==> src/rtl/adpcm_pkg.sv <==
// Shared constants and helpers for the IMA ADPCM encoder controller:
// step/index tables, FSM state encoding, saturation and clamp functions.
package adpcm_pkg;

  localparam logic [6:0] IDX_MAX = 7'd88;

  localparam logic [15:0] STEP_TBL [0:88] = '{
    16'd7,     16'd8,     16'd9,     16'd10,    16'd11,    16'd12,    16'd13,    16'd14,
    16'd16,    16'd17,    16'd19,    16'd21,    16'd23,    16'd25,    16'd28,    16'd31,
    16'd34,    16'd37,    16'd41,    16'd45,    16'd50,    16'd55,    16'd60,    16'd66,
    16'd73,    16'd80,    16'd88,    16'd97,    16'd107,   16'd118,   16'd130,   16'd143,
    16'd157,   16'd173,   16'd190,   16'd209,   16'd230,   16'd253,   16'd279,   16'd307,
    16'd337,   16'd371,   16'd408,   16'd449,   16'd494,   16'd544,   16'd598,   16'd658,
    16'd724,   16'd796,   16'd876,   16'd963,   16'd1060,  16'd1166,  16'd1282,  16'd1411,
    16'd1552,  16'd1707,  16'd1878,  16'd2066,  16'd2272,  16'd2499,  16'd2749,  16'd3024,
    16'd3327,  16'd3660,  16'd4026,  16'd4428,  16'd4871,  16'd5358,  16'd5894,  16'd6484,
    16'd7132,  16'd7845,  16'd8630,  16'd9493,  16'd10442, 16'd11487, 16'd12635, 16'd13899,
    16'd15289, 16'd16818, 16'd18500, 16'd20350, 16'd22385, 16'd24623, 16'd27086, 16'd29794,
    16'd32767
  };

  localparam logic signed [4:0] IDX_TBL [0:7] = '{
    -5'sd1, -5'sd1, -5'sd1, -5'sd1, 5'sd2, 5'sd4, 5'sd6, 5'sd8
  };

  typedef enum logic [1:0] {
    ST_IDLE   = 2'd0,
    ST_QUANT  = 2'd1,
    ST_UPDATE = 2'd2,
    ST_EMIT   = 2'd3
  } state_e;

  function automatic logic [15:0] sat16(input logic signed [17:0] v);
    if (v > 18'sd32767) begin
      return 16'h7FFF;
    end else if (v < -18'sd32768) begin
      return 16'h8000;
    end else begin
      return v[15:0];
    end
  endfunction

  function automatic logic [6:0] clamp_index(input logic signed [8:0] v);
    if (v < 9'sd0) begin
      return 7'd0;
    end else if (v > 9'sd88) begin
      return IDX_MAX;
    end else begin
      return v[6:0];
    end
  endfunction

endpackage

==> src/rtl/adpcm_enc_ctrl_if.sv <==
// Sample, sync and code handshake bundle of the ADPCM encoder controller.
interface adpcm_enc_ctrl_if;
  logic        in_valid;
  logic [15:0] in_sample;
  logic        in_ready;
  logic        sync_valid;
  logic [15:0] sync_pred;
  logic [6:0]  sync_index;
  logic        out_valid;
  logic [3:0]  out_code;
  logic        out_ready;
  logic [15:0] pred_out;
  logic [6:0]  index_out;

  modport master (
    output in_valid, in_sample, sync_valid, sync_pred, sync_index, out_ready,
    input  in_ready, out_valid, out_code, pred_out, index_out
  );

  modport slave (
    input  in_valid, in_sample, sync_valid, sync_pred, sync_index, out_ready,
    output in_ready, out_valid, out_code, pred_out, index_out
  );
endinterface

==> src/rtl/adpcm_enc_ctrl_quantizer.sv <==
// IMA 4-bit quantizer: sign of (sample - pred) plus three successive
// magnitude decisions against step, step/2 and step/4.
module quantizer (
  input  logic [15:0] sample,
  input  logic [15:0] pred,
  input  logic [15:0] step,
  output logic [3:0]  code
);

  logic [16:0] diff_s;
  logic [16:0] mag_s;
  logic [16:0] step_s;
  logic [16:0] rem1_s;
  logic [16:0] rem2_s;
  logic        b2_s;
  logic        b1_s;
  logic        b0_s;

  // Successive-approximation magnitude decisions
  always_comb begin
    diff_s = {sample[15], sample} - {pred[15], pred};
    mag_s  = diff_s[16] ? (17'd0 - diff_s) : diff_s;
    step_s = {1'b0, step};
    if (mag_s >= step_s) begin
      b2_s   = 1'b1;
      rem1_s = mag_s - step_s;
    end else begin
      b2_s   = 1'b0;
      rem1_s = mag_s;
    end
    if (rem1_s >= (step_s >> 1)) begin
      b1_s   = 1'b1;
      rem2_s = rem1_s - (step_s >> 1);
    end else begin
      b1_s   = 1'b0;
      rem2_s = rem1_s;
    end
    b0_s = (rem2_s >= (step_s >> 2));
    code = {diff_s[16], b2_s, b1_s, b0_s};
  end

endmodule

==> src/rtl/adpcm_enc_ctrl.sv <==
// ADPCM encoder sequencer: accepts a PCM sample, quantizes it against the
// predictor, updates predictor/step index and offers the 4-bit code.
module adpcm_enc_ctrl
  import adpcm_pkg::*;
(
  input logic             clk,
  input logic             rst,
  adpcm_enc_ctrl_if.slave bus
);

  localparam logic [1:0] S_IDLE   = ST_IDLE;
  localparam logic [1:0] S_QUANT  = ST_QUANT;
  localparam logic [1:0] S_UPDATE = ST_UPDATE;
  localparam logic [1:0] S_EMIT   = ST_EMIT;

  logic [1:0]         state_r;
  logic [15:0]        sample_r;
  logic [15:0]        pred_r;
  logic [6:0]         index_r;
  logic [3:0]         code_r;

  logic [15:0]        step_s;
  logic [16:0]        step17_s;
  logic [16:0]        dq_s;
  logic signed [17:0] pred_sum_s;
  logic signed [8:0]  idx_sum_s;
  logic [15:0]        pred_next_s;
  logic [6:0]         index_next_s;
  logic [6:0]         sync_index_s;
  logic [3:0]         q_code_s;

  quantizer u_quantizer (
    .sample (sample_r),
    .pred   (pred_r),
    .step   (step_s),
    .code   (q_code_s)
  );

  // Reconstruction of the predictor and step-index adaptation from code_r
  always_comb begin
    if (index_r > IDX_MAX) begin
      step_s = STEP_TBL[IDX_MAX];
    end else begin
      step_s = STEP_TBL[index_r];
    end
    step17_s = {1'b0, step_s};
    dq_s = (step17_s >> 3)
         + (code_r[2] ? step17_s        : 17'd0)
         + (code_r[1] ? (step17_s >> 1) : 17'd0)
         + (code_r[0] ? (step17_s >> 2) : 17'd0);
    if (code_r[3]) begin
      pred_sum_s = $signed({{2{pred_r[15]}}, pred_r}) - $signed({1'b0, dq_s});
    end else begin
      pred_sum_s = $signed({{2{pred_r[15]}}, pred_r}) + $signed({1'b0, dq_s});
    end
    pred_next_s  = sat16(pred_sum_s);
    idx_sum_s    = $signed({2'b00, index_r})
                 + $signed({{4{IDX_TBL[code_r[2:0]][4]}}, IDX_TBL[code_r[2:0]]});
    index_next_s = clamp_index(idx_sum_s);
    sync_index_s = clamp_index($signed({2'b00, bus.sync_index}));
  end

  // Sequencer state and datapath registers
  always_ff @(posedge clk or posedge rst) begin
    if (rst) begin
      state_r  <= S_IDLE;
      sample_r <= 16'h0000;
      pred_r   <= 16'h0000;
      index_r  <= 7'd0;
      code_r   <= 4'h0;
    end else begin
      case (state_r)
        S_IDLE: begin
          if (bus.sync_valid) begin
            pred_r  <= bus.sync_pred;
            index_r <= sync_index_s;
          end else if (bus.in_valid) begin
            sample_r <= bus.in_sample;
            state_r  <= S_QUANT;
          end else begin
            state_r <= S_IDLE;
          end
        end
        S_QUANT: begin
          code_r  <= q_code_s;
          state_r <= S_UPDATE;
        end
        S_UPDATE: begin
          pred_r  <= pred_next_s;
          index_r <= index_next_s;
          state_r <= S_EMIT;
        end
        S_EMIT: begin
          if (bus.out_ready) begin
            state_r <= S_IDLE;
          end else begin
            state_r <= S_EMIT;
          end
        end
        default: state_r <= S_IDLE;
      endcase
    end
  end

  // Handshake flags decode from state only; sync_valid alone may gate in_ready
  assign bus.in_ready  = (state_r == S_IDLE) && !bus.sync_valid;
  assign bus.out_valid = (state_r == S_EMIT);
  assign bus.out_code  = code_r;
  assign bus.pred_out  = pred_r;
  assign bus.index_out = index_r;

endmodule

==> src/flat_wrapper.sv <==
// flat-port wrapper written by rule: the top's interface ports become plain ports
module adpcm_enc_ctrl_flat import adpcm_pkg::*;
  (clk, rst, bus_in_valid, bus_in_sample, bus_sync_valid, bus_sync_pred, bus_sync_index, bus_out_ready, bus_in_ready, bus_out_valid, bus_out_code, bus_pred_out, bus_index_out);
  adpcm_enc_ctrl_if bus_i ();
  input logic clk;
  input logic rst;
  input wire logic [$bits(bus_i.in_valid)-1:0] bus_in_valid;
  input wire logic [$bits(bus_i.in_sample)-1:0] bus_in_sample;
  input wire logic [$bits(bus_i.sync_valid)-1:0] bus_sync_valid;
  input wire logic [$bits(bus_i.sync_pred)-1:0] bus_sync_pred;
  input wire logic [$bits(bus_i.sync_index)-1:0] bus_sync_index;
  input wire logic [$bits(bus_i.out_ready)-1:0] bus_out_ready;
  output wire logic [$bits(bus_i.in_ready)-1:0] bus_in_ready;
  output wire logic [$bits(bus_i.out_valid)-1:0] bus_out_valid;
  output wire logic [$bits(bus_i.out_code)-1:0] bus_out_code;
  output wire logic [$bits(bus_i.pred_out)-1:0] bus_pred_out;
  output wire logic [$bits(bus_i.index_out)-1:0] bus_index_out;
  assign bus_i.in_valid = bus_in_valid;
  assign bus_i.in_sample = bus_in_sample;
  assign bus_i.sync_valid = bus_sync_valid;
  assign bus_i.sync_pred = bus_sync_pred;
  assign bus_i.sync_index = bus_sync_index;
  assign bus_i.out_ready = bus_out_ready;
  assign bus_in_ready = bus_i.in_ready;
  assign bus_out_valid = bus_i.out_valid;
  assign bus_out_code = bus_i.out_code;
  assign bus_pred_out = bus_i.pred_out;
  assign bus_index_out = bus_i.index_out;
  adpcm_enc_ctrl u_core (.clk(clk), .rst(rst), .bus(bus_i));
endmodule
==> config.mk <==
export PLATFORM = sky130hd
export DESIGN_NAME = adpcm_enc_ctrl_flat
export DESIGN_NICKNAME = d
export VERILOG_FILES = /design/src/rtl/adpcm_pkg.sv /design/src/rtl/adpcm_enc_ctrl_if.sv /design/src/rtl/adpcm_enc_ctrl_quantizer.sv /design/src/rtl/adpcm_enc_ctrl.sv /design/src/flat_wrapper.sv
export SDC_FILE = /design/constraint.sdc
export NUM_CORES = 1
export LEC_CHECK = 0
export CAP_MARGIN = 20
export CORE_UTILIZATION = 56
export DETAILED_ROUTE_END_ITERATION = 10
export PLACE_DENSITY = 0.8
export RECOVER_POWER = 50
export SYNTH_ARGS = -nofsm -noshare
export SYNTH_HDL_FRONTEND = slang
export SYNTH_SLANG_ARGS = --single-unit
==> constraint.sdc <==
create_clock -name clk -period 11.8 [get_ports clk]
set_input_delay 1.18 -clock clk [delete_from_list [all_inputs] [get_ports clk]]
set_output_delay 1.18 -clock clk [all_outputs]
set_load 0.02 [all_outputs]
Yosys cells after proc, flatten, opt, wreduce, memory -nomap -nowiden
Memory sizes are Yosys's and may differ from the RTL's.
Cells that the tools add are included.
Widths: inputs -> output; s select.
Word-level totals
  output and inout bits: 29
  memories: 2
  bits in registers: 45
  word-level logic and storage cells: 69
  bits of input ports: 44
  bits in read-only memories: 2088
Memory list
  (no name shown): depth 128, width 16, read ports 1, clocked after Yosys merged registers in 0, write ports 0, line adpcm_enc_ctrl.sv:44  | step_s = STEP_TBL[index_r];
  (no name shown): depth 8, width 5, read ports 1, clocked after Yosys merged registers in 0, write ports 0, line adpcm_enc_ctrl.sv:58  | + $signed({{4{IDX_TBL[code_r[2:0]][4]}}, IDX_TBL[code_r[2:0]]});
Operators by class
  add/sub/neg operators: 10
  equal/unequal tests: 5
  bitwise gates (word level): 3
  order comparisons: 11
  multiplexer cells: 27
  reductions and logical operators: 6
Operators with widths (number)
  $mux 16: 7
  $mux 17: 3
  $add 17x17->17: 2
  $pmux 16 s2: 1
  $mux 7: 4
  $add 16x18->18: 1
  $gt 18x16->1 const B: 1
  $lt 18x16->1 const B: 1
  $mux 18: 1
  $sub 16x18->18: 1
  $add 13x17->17: 1
  $ge 17x14->1: 1
  $ge 17x15->1: 1
  $ge 17x16->1: 1
  $sub 1x17->17 const A: 1
  $sub 16x16->17: 1
  $sub 17x15->17: 1
  $sub 17x16->17: 1
  $mux 15: 1
  $gt 7x7->1 const B: 2
  $mux 14: 1
  $pmux 7 s2: 1
  $mux 5: 2
  $add 8x5->9: 1
  19 further kinds: 24

Longest topological paths before layout
  depth after elaboration: 15
  mapped depth: 54
  mapped depth without buffers: 51

By module
Synthesis repeated with hierarchy kept, for this count alone.
Unflattened totals
  cells, all modules: 1348
  area, all modules: 10283.6 um^2
By module, submodules not included
  adpcm_enc_ctrl: instances 1, cells an instance 850, area an instance 6759.0 um^2, seq. area each 1126.1 um^2
  quantizer: instances 1, cells an instance 498, area an instance 3524.6 um^2, seq. area each 0.0 um^2

Least setup slack after synthesis
OpenSTA, ideal clock, no wires.
  path type: reg-to-reg
  from: register u_core.pred_r[0] (netlist: u_core.bus.pred_out[0])
  to: register u_core.code_r[0] (netlist: u_core.bus.out_code[0])
  setup time: 0.131 ns
  stages on the path, launching flop included: 53
  arrival time: 10.921 ns
  slack: 0.747 ns
  clock period less this slack: 11.053 ns
  data required time: 11.669 ns
  buffers on the path: 3
  cells stage by stage: dfrtp_1 > ha_1 > fa_1 > nor2b_1 > o211ai_1 > a2111oi_0 > nor3_1 > nand3b_1 > a31o_2 > clkbuf_1 > a21oi_1 > inv_1 > ha_1 > nor2b_1 > o31ai_1 > a211oi_1 > o311ai_0 > a21boi_0 > [17 not listed] > o211ai_1 > o21bai_4 > buf_6 > mux2_4 > ha_1 > nor2b_1 > o21a_1 > o21a_1 > o21a_1 > o21a_1 > o21a_1 > o21a_1 > o21ai_0 > a211oi_1 > or4_1 > nand2b_1 > nor4_1 > a211oi_1
Between the ends
  longest elaborated chain between the ends: 8
  elaborated cells between the ends (all ways): 10
  those cells by class: add/sub (4); order compare (3); mux (3)
RTL lines
  start: declaration: line adpcm_enc_ctrl.sv:18  | logic [15:0] pred_r;
  start signal: assignment: line adpcm_enc_ctrl.sv:75  | pred_r <= bus.sync_pred;
  start signal: assignment: line adpcm_enc_ctrl.sv:89  | pred_r <= pred_next_s;
  $sub 16x16->17 *: line adpcm_enc_ctrl_quantizer.sv:21  | diff_s = {sample[15], sample} - {pred[15], pred};
  $sub 1x17->17: line adpcm_enc_ctrl_quantizer.sv:22  | mag_s = diff_s[16] ? (17'd0 - diff_s) : diff_s;
  $mux 17 *: line adpcm_enc_ctrl_quantizer.sv:22
  $sub 17x16->17 / $ge 17x16->1 (equally long branches): line adpcm_enc_ctrl_quantizer.sv:26, adpcm_enc_ctrl_quantizer.sv:24
  $mux 17 *: line adpcm_enc_ctrl_quantizer.sv:24  | if (mag_s >= step_s) begin
  $sub 17x15->17 / $ge 17x15->1 (equally long branches): line adpcm_enc_ctrl_quantizer.sv:33, adpcm_enc_ctrl_quantizer.sv:31
  $mux 17 *: line adpcm_enc_ctrl_quantizer.sv:31  | if (rem1_s >= (step_s >> 1)) begin
  $ge 17x14->1 *: line adpcm_enc_ctrl_quantizer.sv:38  | b0_s = (rem2_s >= (step_s >> 2));
  end signal: assignment: line adpcm_enc_ctrl.sv:85  | code_r <= q_code_s;
  end: declaration: line adpcm_enc_ctrl.sv:20  | logic [3:0] code_r;
Mark *: on every way between the ends. The rest lies on a longest branch, timed or not.
A chain may end at the register's enable or synchronous reset.

Worst setup path in the final report
Ends and elaborated chain as after synthesis.

==> flow_summary.toml <==
[detailed_routing]
postRouteAntennaNets = 0
routed_via_density = 6.20
wirelength_um = 28500
drc_errors = 0
routedWlPerCell_um = 17.5
firstDrtPassIters = 7
route.vias.total = 10078
first_iter_violations = 928

[sta]
fin_setup_tns_ns = 0
slew_violations = 0
skew_ns = 0.00744
worstMarginPinSlew_ns = 1.41
max_clock_freq_mhz = 90.6
setup_violations = 0
final.min_clock_period_ns = 11.04
hold_violations = 0
rsz0062_at_grt = "false"
final.period_utilization = 0.935
slew_headroom = 0.0620

[worst_setup_path]
cp-end-kind = "flop"
reg2reg_from = "u_core.bus.pred_out[0]"
max_stage_delay_ns = 0.51
slowest_stage = "or4_1"
worstPathMaxFanout = 14
r2r_end = "u_core.bus.out_code[0]"
reg2regPathDepth = 49
arrival_ns = 11.21
worstPathRequired_ns = 11.98
rrSetupSlack_ns = 0.76
critPathMostFrequentCell = "o21a_1"
critPathLaunchType = "flop"
crit_type = "flop to flop"

[placed_design]
place.port_buffers = 72
place.gp.congestion = 0.932
post-dp-hpwl_um = 22300

[layout]
areaGrowthSynthToFinish_pct = 11.4
finalNetCount = 1591
num_antenna_cells = 0
fillers = 1528
drive_gt1_frac = 0.0621

[global_route]
met3_usage = 0.0363
use_met2 = 0.524
grt_pass1_wl_um = 46700
grt_use_total = 0.318
grt-busiest-layer = "met2"
grt_pass1_vias = 9254
antenna_found_initial = 0
use_met1 = 0.428
grt_max_degree = 64
grt_overflow = 0

[yosys]
synth_top_area_cell = "ha_1"
ys_types = 78
ys_top_cells_by_area = "ha_1 (15%), dfrtp_1 (11%), nor2_1 (6.3%), fa_1 (6.0%), xnor2_1 (5.3%)"
synth-seq-area-share = 0.113
synthFlopType = "dfrtp_1"
yosys-top-cells-count = "nor2_1 (167), nand2_1 (122), ha_1 (117)"
avgSynthCellArea_sq_um = 7.33
ys_ff_latch = 45
synth_most_common_cell = "nor2_1"
synth_area_sq_mm = 0.00997
syn-instance-count = 1361
synth_top_area_frac = 0.147
async_flop_share = 1.00
synth_fp_nets = 1552
synth_edf_count = 0
yosysWarnings = 0

[min_path]
hold_class = "flop to flop"
hold_path_end = "u_core.sample_r[2]"
min_path_cells = 1
min_from = "u_core.sample_r[2]"

[clock_tree]
root_buffer = "clkbuf_16"
cts.sinks = 45
clock_latency_ns = 0.30
htreeDepth = 2
cts_tree = "built"
post-cts-setup-buffers = 0
cts_buffers = 5
hold_buffers = 0
clkTransAtPathRegs_ns = 0.07
cts_buffer_depth = 2

[die]
start_util = 0.574
pin_count = 73
die-area_sq_mm = 0.0183
row_count = 48
die_w_um = 135
coreArea_sq_mm = 0.0174
die_h_um = 135

[flow_run]
drv_cap = 0

[outcome]
status = "completed"
## stage by stage
| stage | setup slack (ns) | std cells | utilization | hold WS, ns | area, sq um |
|---|---|---|---|---|---|
| floorplan | 0.747 | 1361 | - | 0.485 | 9970 |
| global placement | 0.679 | 1617 | 0.628 | 0.495 | 10900 |
| detailed placement | 0.429 | 1617 | 0.628 | 0.509 | 10900 |
| CTS | 0.343 | 1625 | 0.637 | 0.526 | 11100 |
| global route | 0.0401 | 1626 | 0.640 | 0.547 | 11100 |
| finish | 0.764 | 1626 | 0.640 | 0.525 | 11100 |
## worst max path at each step
stage                           startpoint                endpoint  slack (ns)  cells past startpoint
finish              u_core.bus.pred_out[0]  u_core.bus.out_code[0]        0.76                     49
detailed placement  u_core.bus.pred_out[0]  u_core.bus.out_code[0]        0.43                     49
floorplan           u_core.bus.pred_out[0]  u_core.bus.out_code[0]        0.75                     52
CTS                 u_core.bus.pred_out[0]  u_core.bus.out_code[0]        0.34                     49
global route        u_core.bus.pred_out[0]  u_core.bus.out_code[0]        0.04                     50
global placement    u_core.bus.pred_out[0]  u_core.bus.out_code[0]        0.68                     49
## critical path: cells and delay by family (launching register included)
family          cells  cell delay [ns]
simple gates       11             2.05
buf+inv             2             0.19
compound gates     29             6.10
flops               1             0.41
mux                 2             0.66
fa+ha+maj           5             1.49
## cells in the final DEF (no fill, tap or decap), types with 34 or more instances in the layout
cell | synthesis | layout
a21oi_1 | 99 | 97
clkdlybuf4s50_1 | 0 | 57
dfrtp_1 | 45 | 44
ha_1 | 117 | 117
inv_1 | 102 | 102
nand2_1 | 122 | 122
nor2_1 | 167 | 167
nor3_1 | 34 | 34
o21ai_0 | 85 | 85
xnor2_1 | 60 | 60
## final cells by class
| cell class | count | area, sq um | area share |
|---|---|---|---|
| sequential | 45 | 1130 | 0.102 |
| clock inverter | 3 | 28.8 | 0.00259 |
| timing repair buffer | 94 | 886 | 0.0798 |
| inverter | 102 | 383 | 0.0345 |
| clock buffer | 5 | 125 | 0.0113 |
| tap | 225 | 282 | 0.0254 |
| multi-input combinational | 1152 | 8270 | 0.745 |
## layer usage
layer / part of all wire / vias up
met4: 0.030 / 0
met3: 0.059 / 66
met1: 0.44 / 4667
li1: - / 4936
met5: 0 / -
met2: 0.47 / 409
## timing repair
action | in CTS | in global routing
hold endpoints to repair | 0 | 0
setup endpoints to repair | 0 | 1
gates resized for setup | 0 | 9
## cell families after synthesis
| logic type | after synthesis | synth area share |
|---|---|---|
| buf+inv | 164 | 0.0626 |
| compound gates | 391 | 0.257 |
| flops | 45 | 0.113 |
| fa+ha+maj | 147 | 0.207 |
| xor+xnor | 93 | 0.0817 |
| simple gates | 480 | 0.229 |
| mux | 41 | 0.0498 |
## sequential cells by signal, summed over array words and instances, names as in the netlist
| register | count |
|---|---|
| u_core.bus.index_out | 7 |
| u_core.bus.out_code | 4 |
| u_core.bus.pred_out | 16 |
| u_core.sample_r | 16 |
| u_core.state_r | 2 |
Power is left out: the tool's default activity adds up to more than one toggle a clock period on the data nets, which glitch-free logic cannot reach.
